==> src/rtl/coprocessor_pio_pkg.sv <==
// Shared definitions for the coprocessor PIO ports: register map and edge encodings.
package coprocessor_pio_pkg;

  // Word addresses of the slave registers
  localparam logic [1:0] ADDR_DATA    = 2'd0;
  localparam logic [1:0] ADDR_RSVD    = 2'd1;
  localparam logic [1:0] ADDR_IRQMASK = 2'd2;
  localparam logic [1:0] ADDR_EDGECAP = 2'd3;

  // Edge-type selection for the capture logic
  localparam int EDGE_RISING  = 0;
  localparam int EDGE_FALLING = 1;
  localparam int EDGE_ANY     = 2;

  // Decoded bus request for one cycle
  typedef struct packed {
    logic        rd;
    logic        wr;
    logic [1:0]  addr;
    logic [31:0] wdata;
  } bus_req_t;

endpackage

==> src/rtl/coprocessor_status_in_if.sv <==
// Avalon-MM slave bus bundle for the coprocessor status input port.
interface coprocessor_status_in_if;
  logic [1:0]  address;
  logic        chipselect;
  logic        read_n;
  logic        write_n;
  logic [31:0] writedata;
  logic [31:0] readdata;
  logic        irq;

  modport master (
    output address, chipselect, read_n, write_n, writedata,
    input  readdata, irq
  );

  modport slave (
    input  address, chipselect, read_n, write_n, writedata,
    output readdata, irq
  );
endinterface

==> src/rtl/pio_sync_edge.sv <==
// Multi-flop synchronizer for an asynchronous bus plus per-bit edge detection.
module pio_sync_edge
  import coprocessor_pio_pkg::*;
#(
  parameter int WIDTH       = 15,
  parameter int SYNC_STAGES = 2,
  parameter int EDGE_TYPE   = EDGE_RISING
) (
  input  logic             clk,
  input  logic             reset_n,
  input  logic [WIDTH-1:0] async_in,
  output logic [WIDTH-1:0] sync_q,
  output logic [WIDTH-1:0] edge_det
);

  logic [SYNC_STAGES-1:0][WIDTH-1:0] stage_d, stage_q;
  logic [WIDTH-1:0]                  prev_d, prev_q;

  // Shift the async bus one stage per clock; prev tracks the synchronized value one clock late
  always_comb begin
    stage_d    = stage_q;
    stage_d[0] = async_in;
    for (int i = 1; i < SYNC_STAGES; i++) begin
      stage_d[i] = stage_q[i-1];
    end
    prev_d = sync_q;
  end

  // Synchronizer chain and previous-sample register
  always_ff @(posedge clk or negedge reset_n) begin
    if (!reset_n) begin
      stage_q <= '0;
      prev_q  <= '0;
    end else begin
      stage_q <= stage_d;
      prev_q  <= prev_d;
    end
  end

  assign sync_q = stage_q[SYNC_STAGES-1];

  // Only the selected edge term is built so unused terms never appear
  if (EDGE_TYPE == EDGE_FALLING) begin : g_fall
    assign edge_det = ~sync_q & prev_q;
  end else if (EDGE_TYPE == EDGE_ANY) begin : g_any
    assign edge_det = (sync_q & ~prev_q) | (~sync_q & prev_q);
  end else begin : g_rise
    assign edge_det = sync_q & ~prev_q;
  end

endmodule

==> src/rtl/coprocessor_status_in.sv <==
// Avalon-MM input port: live status read, edge capture with W1C clear, maskable level irq.
module coprocessor_status_in
  import coprocessor_pio_pkg::*;
#(
  parameter int WIDTH       = 15,
  parameter int EDGE_TYPE   = EDGE_RISING,
  parameter int SYNC_STAGES = 2
) (
  input  logic                    clk,
  input  logic                    reset_n,
  input  logic [WIDTH-1:0]        in_port,
  coprocessor_status_in_if.slave  bus
);

  bus_req_t         req;
  logic [WIDTH-1:0] sync_q;
  logic [WIDTH-1:0] edge_det;
  logic [WIDTH-1:0] irqmask_d, irqmask_q;
  logic [WIDTH-1:0] edgecap_d, edgecap_q;
  logic [WIDTH-1:0] edge_clr;
  logic [31:0]      rd_mux;
  logic [31:0]      readdata_d, readdata_q;
  logic             irq_d, irq_q;

  pio_sync_edge #(
    .WIDTH       (WIDTH),
    .SYNC_STAGES (SYNC_STAGES),
    .EDGE_TYPE   (EDGE_TYPE)
  ) u_sync_edge (
    .clk      (clk),
    .reset_n  (reset_n),
    .async_in (in_port),
    .sync_q   (sync_q),
    .edge_det (edge_det)
  );

  // Decode the strobes into a single request; the slave never stalls
  always_comb begin
    req.rd    = bus.chipselect & ~bus.read_n;
    req.wr    = bus.chipselect & ~bus.write_n;
    req.addr  = bus.address;
    req.wdata = bus.writedata;
  end

  // Register updates: mask load, W1C capture where a fresh edge beats the clear
  always_comb begin
    irqmask_d = irqmask_q;
    if (req.wr && req.addr == ADDR_IRQMASK) begin
      irqmask_d = req.wdata[WIDTH-1:0];
    end
    edge_clr = '0;
    if (req.wr && req.addr == ADDR_EDGECAP) begin
      edge_clr = req.wdata[WIDTH-1:0];
    end
    edgecap_d = (edgecap_q & ~edge_clr) | edge_det;
    irq_d     = |(edgecap_q & irqmask_q);
  end

  // Read mux uses current register values, so a same-cycle write is not seen by the read
  always_comb begin
    rd_mux = '0;
    case (req.addr)
      ADDR_DATA:    rd_mux[WIDTH-1:0] = sync_q;
      ADDR_IRQMASK: rd_mux[WIDTH-1:0] = irqmask_q;
      ADDR_EDGECAP: rd_mux[WIDTH-1:0] = edgecap_q;
      default:      rd_mux = '0;
    endcase
    readdata_d = req.rd ? rd_mux : readdata_q;
  end

  // Register file, read data and irq flops
  always_ff @(posedge clk or negedge reset_n) begin
    if (!reset_n) begin
      irqmask_q  <= '0;
      edgecap_q  <= '0;
      readdata_q <= '0;
      irq_q      <= 1'b0;
    end else begin
      irqmask_q  <= irqmask_d;
      edgecap_q  <= edgecap_d;
      readdata_q <= readdata_d;
      irq_q      <= irq_d;
    end
  end

  assign bus.readdata = readdata_q;
  assign bus.irq      = irq_q;

endmodule

==> src/flat_wrapper.sv <==
// flat-port wrapper written by rule: the top's interface ports become plain ports
module coprocessor_status_in_flat import coprocessor_pio_pkg::*;
#(
  parameter int WIDTH       = 15,
  parameter int EDGE_TYPE   = EDGE_RISING,
  parameter int SYNC_STAGES = 2
)
  (clk, reset_n, in_port, bus_address, bus_chipselect, bus_read_n, bus_write_n, bus_writedata, bus_readdata, bus_irq);
  coprocessor_status_in_if bus_i ();
  input  logic clk;
  input  logic reset_n;
  input  logic [WIDTH-1:0] in_port;
  input wire logic [$bits(bus_i.address)-1:0] bus_address;
  input wire logic [$bits(bus_i.chipselect)-1:0] bus_chipselect;
  input wire logic [$bits(bus_i.read_n)-1:0] bus_read_n;
  input wire logic [$bits(bus_i.write_n)-1:0] bus_write_n;
  input wire logic [$bits(bus_i.writedata)-1:0] bus_writedata;
  output wire logic [$bits(bus_i.readdata)-1:0] bus_readdata;
  output wire logic [$bits(bus_i.irq)-1:0] bus_irq;
  assign bus_i.address = bus_address;
  assign bus_i.chipselect = bus_chipselect;
  assign bus_i.read_n = bus_read_n;
  assign bus_i.write_n = bus_write_n;
  assign bus_i.writedata = bus_writedata;
  assign bus_readdata = bus_i.readdata;
  assign bus_irq = bus_i.irq;
  coprocessor_status_in #(.WIDTH(WIDTH), .EDGE_TYPE(EDGE_TYPE), .SYNC_STAGES(SYNC_STAGES)) u_core (.clk(clk), .reset_n(reset_n), .in_port(in_port), .bus(bus_i));
endmodule
==> config.mk <==
export PLATFORM = sky130hd
export DESIGN_NAME = coprocessor_status_in_flat
export DESIGN_NICKNAME = d
export VERILOG_FILES = /design/src/rtl/coprocessor_pio_pkg.sv /design/src/rtl/coprocessor_status_in_if.sv /design/src/rtl/pio_sync_edge.sv /design/src/rtl/coprocessor_status_in.sv /design/src/flat_wrapper.sv
export SDC_FILE = /design/constraint.sdc
export NUM_CORES = 1
export LEC_CHECK = 0
export ABC_AREA = 1
export BUFFER_PORTS_ARGS = -buffer_cell sky130_fd_sc_hd__buf_2
export CORE_ASPECT_RATIO = 0.6
export CORE_MARGIN = 3
export CORE_UTILIZATION = 35
export CTS_CLUSTER_DIAMETER = 50
export DETAILED_ROUTE_END_ITERATION = 10
export PLACE_DENSITY_LB_ADDON = 0.1
export SETUP_SLACK_MARGIN = 0.3
export SYNTH_ARGS = -nofsm -noshare
export SYNTH_HDL_FRONTEND = slang
export SYNTH_SLANG_ARGS = --single-unit
==> constraint.sdc <==
create_clock -name clk -period 1.1 [get_ports clk]
set_clock_uncertainty 0.05 [all_clocks]
set_input_delay 0.22 -clock clk [delete_from_list [all_inputs] [get_ports clk]]
set_output_delay 0.22 -clock clk [all_outputs]
set_load 0.05 [all_outputs]
==> reports/metrics.yaml, run 1 <==
path_delay_family: "flip-flops"
yosysWarnings: 0
final_layout_size_suffix_gt1_share_pct: 43.8
fin_crit_ns: 1.19
final_cell_mix: "105 x nand2_1, 75 x dfrtp_1, 41 x buf_6, 36 x inv_1, 32 x buf_2"
die_x_microns: 137
outcome: "complete, but fails checks"
core_area_sq_um: 9950
grt_pass1_vias: 2565
muxShareOfSynthArea_pct: 0
clk_pin_slew_worst_paths_ns: 0.06
fill_cells: 895
power.total_w: 0.00912
reg2reg_slack_ns: 0.06
port_buffers: 52
grt_pass1_wl_microns: 13300
wl_per_cell_microns: 14.0
insertion_delay_ns: 0.34
arrival_ns: 0.92
hpwl_microns: 5310
drt_iter0_drc: 123
finalCritPeriodShare_pct: 108
end_kind: "output pin"
netlist_area_sq_um: 3620
violations: "negative setup slack"
yosys.area_share.simple_pct: 21.5
p_per_area_nw_per_um2: 1670
multiInputGateArea_sq_um: 1370
die-area_sq_um: 11600
max-cap-violations: 0
min_path_cells: 3
ys_seq_area_share_pct: 63.0
synth_xor_area_share_pct: 0
synth_area_leaders: "dfrtp_1 63%, nand2_1 13%, nand3_1 6.4%"
reg2reg_from: "u_core.irqmask_q[8]$_DFFE_PN0P_"
cp_data_required_time_ns: 0.83
ys_ff_latch: 91
fin_cells: 631
path_buf_inv: 1
final_common_cell: "nand2_1"
synth-compound-area-share_pct: 5.19
syn_inst: 377
drt-total-wl_microns: 8860
leakage_nw: 2.69
path_max_fanout: 2
slowest_delay_ns: 0.42
ios: 87
cts_sinks: 91
synth_top_family_by_area: "simple AND/OR/NAND/NOR gates"
start_kind: "flip-flop"
antenna_found_initial: 0
area_growth_pct: 50.9
vdd_drop_max_mv: 0.893
htree_levels: 3
initial_core_util_pct: 36.4
critPathKind: "flip-flop to output pin"
hold_path.class: "primary input to flip-flop"
nets: 545
grt_max_degree: 63
ant_nets: 0
cpMaxStageDelayCell: "dfrtp_2"
worst_r2r_path_depth: 6
cts-root-buf: "clkbuf_16"
cp.depth: 1
synth-adder-area-share_pct: 0
rsz0062_at_grt: "true"
grt.overflow.total: 0
layout_setup_ws_ns: -0.0863
hold_viol: 0
final_area_sq_um: 5460
numCtsBuffers: 9
vias: 2741
regArea_sq_um: 2300
crit_start: "u_core.bus.readdata[14]$_DFFE_PN0P_"
maxSlewViolCount: 0
fmax_ghz: 0.843
cts_tree: "yes"
first_pass_iters: 4
ys_types: 18
die_y_microns: 84.7
clock_path_buffers: 2
vias_per_cell: 4.34
drc: 0
netlist.area_leader.share_pct: 63.0
place_area_sq_um: 4080
grt_usage_pct: 15.3
cp-endpoint: "bus_readdata[14]"
place_inst: 564
antenna_cells: 0
gp_congestion: 0.742
synth_area_per_cell_sq_um: 9.59
cp_cell_sequence: "buf_6"
row_count: 28
worst_r2r_endpoint: "u_core.bus.irq$_DFF_PN0_"
synth_area_leader_cell: "dfrtp_1"
setup_viol: 16
## through the flow
step	util [%]	hold slack, ns	TNS (ns)	setup slack, ns
global route	54.9	0.0861	-1.71	-0.113
floorplan	-	-0.126	0	0.171
detailed placement	41.0	0.207	-2.27	-0.0984
CTS	49.4	0.0886	-1.39	-0.0939
global placement	41.0	0.205	-1.67	-0.0903
finish	54.9	0.0838	-1.15	-0.0863
## per-layer routing
layer | routed length (microns) | vias to the layer above | GRT usage [%]
li1 | - | 1374 | -
met1 | 4390 | 1279 | 24.1
met2 | 3730 | 80 | 19.5
met3 | 651 | 8 | 4.97
met4 | 91 | 0 | 4.89
met5 | 0 | - | 0
## what timing repair did
action,in CTS,in global routing
resized for setup,60,90
setup buffers,16,14
hold endpoints to repair,106,0
hold buffers,16,0
gates cloned,0,5
setup endpoints to repair,37,150
pin swaps,53,52
## kinds of logic (layout without fill, tap and decap cells)
kind of cell    Yosys count  count (layout)
buf+inv                  71             173
simple gates            184             185
compound gates           30              30
flops                    91              91
other cells               1              17
## registers in the layout (all words and copies together), names as in the netlist
name                        cells
u_core.u_sync_edge.prev_q      15
u_core.bus.irq                  1
u_core.edgecap_q               15
u_core.u_sync_edge.stage_d     15
u_core.irqmask_q               15
u_core.bus.readdata            15
u_core.u_sync_edge.sync_q      15
## Yosys cell counts, drive strengths merged
cell type / instances
buf: 31
conb: 1
dfrtp: 91
inv: 40
nand2: 132
nand3: 47
nor2: 5
o21ai: 30
## how the worst min path moves through the flow
stage	start	to	slack, ns
finish	bus_writedata[0]	u_core.irqmask_q[0]$_DFFE_PN0P_	0.08
global placement	reset_n	u_core.u_sync_edge.stage_d[15]$_DFF_PN0_	0.20
CTS	bus_writedata[14]	u_core.irqmask_q[14]$_DFFE_PN0P_	0.09
floorplan	reset_n	u_core.bus.irq$_DFF_PN0_	-0.13
detailed placement	reset_n	u_core.u_sync_edge.stage_d[15]$_DFF_PN0_	0.21
global route	bus_writedata[0]	u_core.irqmask_q[0]$_DFFE_PN0P_	0.09
## layout make-up
type / count / share of cell area, %
multi-input cells: 232 / 25.1
repair buffers: 117 / 20.8
clock buffers: 9 / 4.13
flip-flops and latches: 91 / 42.1
well taps: 135 / 3.09
inverters: 40 / 2.98
clock inverters: 7 / 1.86
## where the power goes
part | switching [W] | internal (W)
logic | 0.00106 | 0.000774
clock network | 0.00134 | 0.00201
registers | 0.000271 | 0.00366
Power figures use the tool's default switching activity.
==> run 2: changes to the inputs <==
Settings changed: SYNTH_HIERARCHICAL set to 1.
==> run 2 against run 1 <==
  * The run still ends with negative setup slack left
  * Largest cell class unchanged
  * Critical path type unchanged
  * Combinational power is essentially flat
  * Critical path depth unchanged
  * Total power shrank 0.52%
  * Routed wire length decreased by 3.4%
  * Global-route usage shrank 0.97 points
  * Highest routed layer unchanged
==> reports/metrics.yaml, run 2 <==
cp_data_required_time_ns: 0.83
row_count: 28
area_growth_pct: 46.2
rsz0062_at_grt: "true"
die_x_microns: 139
htree_levels: 3
grt.overflow.total: 0
vias_per_cell: 4.38
path_max_fanout: 2
leakage_nw: 2.67
setup_viol: 16
finalCritPeriodShare_pct: 107
start_kind: "flip-flop"
synth_area_per_cell_sq_um: 9.51
hold_path.class: "primary input to flip-flop"
ys_ff_latch: 91
port_buffers: 52
initial_core_util_pct: 36.8
synth_area_leader_cell: "dfrtp_1"
ant_nets: 0
ys_types: 18
fmax_ghz: 0.850
fill_cells: 911
drt-total-wl_microns: 8560
numCtsBuffers: 9
regArea_sq_um: 2300
drt_iter0_drc: 144
yosysWarnings: 6
p_per_area_nw_per_um2: 1670
hpwl_microns: 5430
netlist_area_sq_um: 3730
outcome: "complete, but fails checks"
yosys-top-cells-count: "115 x nand2_1, 91 x dfrtp_1, 53 x inv_1, 46 x nand3_1, 19 x buf_4"
max-cap-violations: 0
slowest_delay_ns: 0.42
die-area_sq_um: 12000
vdd_drop_max_mv: 0.919
cts_tree: "yes"
cpMaxStageDelayCell: "dfrtp_2"
final_common_cell: "nand2_1"
insertion_delay_ns: 0.34
antenna_cells: 0
fin_hold_ws_ns: 0.0922
pre_cts_ws_ns: -0.107
path_delay_family: "flip-flops"
hold_viol: 0
clk_pin_slew_worst_paths_ns: 0.07
multiInputGateArea_sq_um: 1430
cts-root-buf: "clkbuf_16"
wl_per_cell_microns: 13.5
synth_enable_flop_cells: 0
grt_pass1_vias: 2659
antenna_found_initial: 0
maxSlewViolCount: 0
final_cell_mix: "97 x nand2_1, 72 x dfrtp_1, 49 x inv_1, 37 x nand3_2, 34 x buf_6"
ios: 87
die_y_microns: 85.9
first_pass_iters: 4
synth_area_leaders: "dfrtp_1 61%, nand2_1 12%, nand3_1 6.2%"
synth_top_flop_cell: "dfrtp_1"
end_kind: "output pin"
drc: 0
grt_pass1_wl_microns: 13400
path_buf_inv: 1
cts_sinks: 91
grt_usage_pct: 14.3
ys_seq_area_share_pct: 61.1
fin_crit_ns: 1.18
layout_setup_ws_ns: -0.0770
netlist.area_leader.share_pct: 61.1
synthArstFlopShare_pct: 100
syn_inst: 392
reg2reg_slack_ns: 0.11
arrival_ns: 0.91
synth_most_common_cell: "nand2_1"
core_area_sq_um: 10100
violations: "negative setup slack"
nets: 547
clock_path_buffers: 2
critPathKind: "flip-flop to output pin"
gp_congestion: 0.773
cp_cell_sequence: "buf_6"
final_layout_size_suffix_gt1_share_pct: 46.4
grt_max_degree: 51
vias: 2770
[run 2: where the power goes]
part | total, W | switching, W | internal (W)
sequential | 0.00395 | 0.000279 | 0.00367
combinational | 0.00183 | 0.00106 | 0.000762
clock | 0.00330 | 0.00129 | 0.00201
total | 0.00907 | 0.00264 | 0.00644
[run 2: timing repair]
item,CTS,global route
setup buffers,12,11
resized for setup,54,96
endpoints found under the setup margin,36,62
hold endpoints to repair,106,0
cloned,0,3
pin swaps,27,44
hold buffers,16,0
[run 2: final cells by class]
class,count,area share (%)
sequential,91,42.2
multi-input combinational,231,26.3
timing repair buffer,105,18.4
clock buffer,9,4.13
inverter,55,4.07
tap,135,3.10
clock inverter,7,1.84
[run 2: cells by family (layout without fill, tap and decap cells)]
| kind of cell | after synthesis | count (layout) | share of synthesized area [%] |
|---|---|---|---|
| other | 1 | 17 | 0.101 |
| buffers and inverters | 86 | 176 | 11.9 |
| flip-flops | 91 | 91 | 61.1 |
| AND/OR/NAND/NOR | 184 | 184 | 21.9 |
| AO/OA/AOI/OAI | 30 | 30 | 5.04 |
[run 2: tightest hold or removal path, cell delays in order]
cell and delay, ns:
buf_2 0.09, inv_1 0.07, o21ai_2 0.06
[run 2: worst paths after layout]
| check | from | endpoint | cells after the start |
|---|---|---|---|
| max | u_core/bus.readdata[6]$_DFFE_PN0P_ | bus_readdata[6] | 1 |
| max in group asynchronous | reset_n | u_core/bus.irq$_DFF_PN0_ | 3 |
| min in group asynchronous | reset_n | u_core/u_sync_edge/stage_d[29]$_DFF_PN0_ | 3 |
| max reg2reg | u_core/irqmask_q[11]$_DFFE_PN0P_ | u_core/bus.irq$_DFF_PN0_ | 4 |
| min | bus_writedata[1] | u_core/irqmask_q[1]$_DFFE_PN0P_ | 3 |
| min reg2reg | u_core/u_sync_edge/stage_d[16]$_DFF_PN0_ | u_core/u_sync_edge/sync_q[1]$_DFF_PN0_ | 0 |
[run 2: layer usage]
metal | wire, microns | global-route usage [%] | up-vias
met5 | 0 | 0 | -
met4 | 51 | 3.73 | 0
met3 | 520 | 4.35 | 4
met2 | 3620 | 19.9 | 76
met1 | 4360 | 21.7 | 1311
li1 | - | - | 1379
[run 2: metrics by stage]
stage / instances / setup TNS [ns] / utilization [%] / cell area, sq um / power [W]
floorplan: 408 / 0 / - / 3880 / 0.00489
detailed placement: 575 / -1.36 / 41.3 / 4180 / 0.00526
CTS: 619 / -1.34 / 48.9 / 4950 / 0.00888
global route: 633 / -1.55 / 53.8 / 5450 / 0.00954
finish: 633 / -1.06 / 53.8 / 5450 / 0.00907
global placement: 575 / -0.981 / 41.3 / 4180 / 0.00523
==> run 3: changes to the inputs <==
Settings changed: CORE_UTILIZATION 35 to 25.
==> run 3 against run 2 <==
  * The flow still finishes with violations (negative setup slack)
  * Via count is 1.6% lower
  * Critical path depth stayed put
  * Core utilization shrank 14 points
  * Routed wire length is 9.4% higher
  * Fmax shrank 0.48%
  * Sequential power about the same
  * Die area is 38% higher
  * Clock power fell by 12%
==> reports/metrics.yaml, run 3 (synthesis gave the netlist of run 2 again) <==
cts_tree: "yes"
hold_path.class: "primary input to flip-flop"
fin_hold_ws_ns: 0.102
area_growth_pct: 49.7
die_y_microns: 101
die-area_sq_um: 16500
setup_viol: 16
use_met3_pct: 3.16
place_area_sq_um: 4270
die_x_microns: 164
final_layout_size_suffix_gt1_share_pct: 47.3
grt_util_met2_pct: 14.6
final_cell_mix: "88 x nand2_1, 74 x dfrtp_1, 48 x inv_1, 33 x buf_6, 32 x buf_2"
grt_pass1_vias: 2604
path_delay_family: "flip-flops"
drt_iter0_drc: 176
finalCritPeriodShare_pct: 108
ant_nets: 0
path_max_fanout: 2
antenna_found_initial: 0
drc: 0
gp_congestion: 0.739
vias_per_cell: 3.93
busiest_layer: "met1"
maxSlewViolCount: 0
clock_path_buffers: 2
numCtsBuffers: 9
path_buf_inv: 1
cpMaxStageDelayCell: "dfrtp_2"
cp_data_required_time_ns: 0.83
grt_pass1_wl_microns: 14100
vdd_drop_max_mv: 0.560
nets: 550
leakage_nw: 2.67
max-cap-violations: 0
fin_crit_ns: 1.18
hpwl_microns: 6050
violations: "negative setup slack"
clk_pin_slew_worst_paths_ns: 0.07
outcome: "complete, but fails checks"
p_per_area_nw_per_um2: 1570
htree_levels: 3
cp_cell_sequence: "buf_6"
antenna_cells: 0
final_common_cell: "nand2_1"
row_count: 33
fmax_ghz: 0.846
insertion_delay_ns: 0.33
hold_viol: 0
initial_core_util_pct: 26.4
first_pass_iters: 4
end_kind: "output pin"
grt.overflow.total: 0
arrival_ns: 0.91
slowest_delay_ns: 0.42
ios: 87
port_buffers: 52
cts-root-buf: "clkbuf_16"
drt-total-wl_microns: 9360
critPathKind: "flip-flop to output pin"
grt_max_degree: 34
core_area_sq_um: 14100
cts_sinks: 91
vias: 2726
start_kind: "flip-flop"
final_area_sq_um: 5580
wl_per_cell_microns: 13.5
layout_setup_ws_ns: -0.0827
gr-usage-met1_pct: 18.3
grt_usage_pct: 11.4
rsz0062_at_grt: "true"
-- run 3: final timing paths --
path / start / to / slack, ns / cells past startpoint
hold reg to reg: u_core/u_sync_edge/stage_d[17]$_DFF_PN0_ / u_core/u_sync_edge/sync_q[2]$_DFF_PN0_ / 0.30 / 0
hold / removal: bus_writedata[14] / u_core/irqmask_q[14]$_DFFE_PN0P_ / 0.10 / 3
min in group asynchronous: reset_n / u_core/bus.readdata[1]$_DFFE_PN0P_ / 0.23 / 2
max in group asynchronous: reset_n / u_core/u_sync_edge/sync_q[11]$_DFF_PN0_ / 0.39 / 3
setup / recovery: u_core/bus.readdata[6]$_DFFE_PN0P_ / bus_readdata[6] / -0.08 / 1
setup reg to reg: u_core/irqmask_q[12]$_DFFE_PN0P_ / u_core/bus.irq$_DFF_PN0_ / 0.08 / 6
-- run 3: area by class of cell --
| cell class | count | area (sq um) |
|---|---|---|
| fill | 1400 | 8540 |
| clock inverter | 5 | 38.8 |
| multi-input combinational | 232 | 1490 |
| timing repair inverter | 1 | 8.76 |
| sequential | 91 | 2300 |
| inverter | 55 | 234 |
| timing repair buffer | 106 | 1030 |
| clock buffer | 11 | 243 |
| tap | 192 | 240 |
-- run 3: what timing repair did --
item | in CTS | in global routing
pin swaps | 49 | 57
hold buffers | 16 | 0
setup endpoints to repair | 61 | 93
gates resized for setup | 58 | 107
gates cloned | 1 | 4
buffers inserted | 13 | 10
endpoints found under the hold margin | 106 | 0
-- run 3: power by group --
part           leakage, nW  switching (W)  total [W]  internal (W)
clock                0.124        0.00132    0.00291       0.00160
combinational         1.51        0.00112    0.00191      0.000794
sequential            1.03       0.000273    0.00394       0.00366
-- run 3: through the flow --
step	TNS [ns]	util (%)	worst slack, ns	total power [W]	instances
global route	-1.63	39.5	-0.115	0.00921	693
detailed placement	-4.58	30.3	-0.159	0.00528	633
CTS	-1.40	35.6	-0.0969	0.00854	679
floorplan	0	-	0.162	0.00489	408
global placement	-3.99	30.3	-0.140	0.00526	633
finish	-1.08	39.5	-0.0827	0.00876	693
-- run 3: per-layer routing --
metal  part of all wire [%]  up-vias
met4                   0.53        0
met3                    4.8        7
li1                       -     1387
met1                     54     1269
met5                      0        -
met2                     40       63
-- run 3: worst reg2reg max path, delay by kind of cell (launching register included) --
family,cells,cell delay (ns)
simple gates,5,0.38
buf+inv,1,0.04
flops,1,0.43
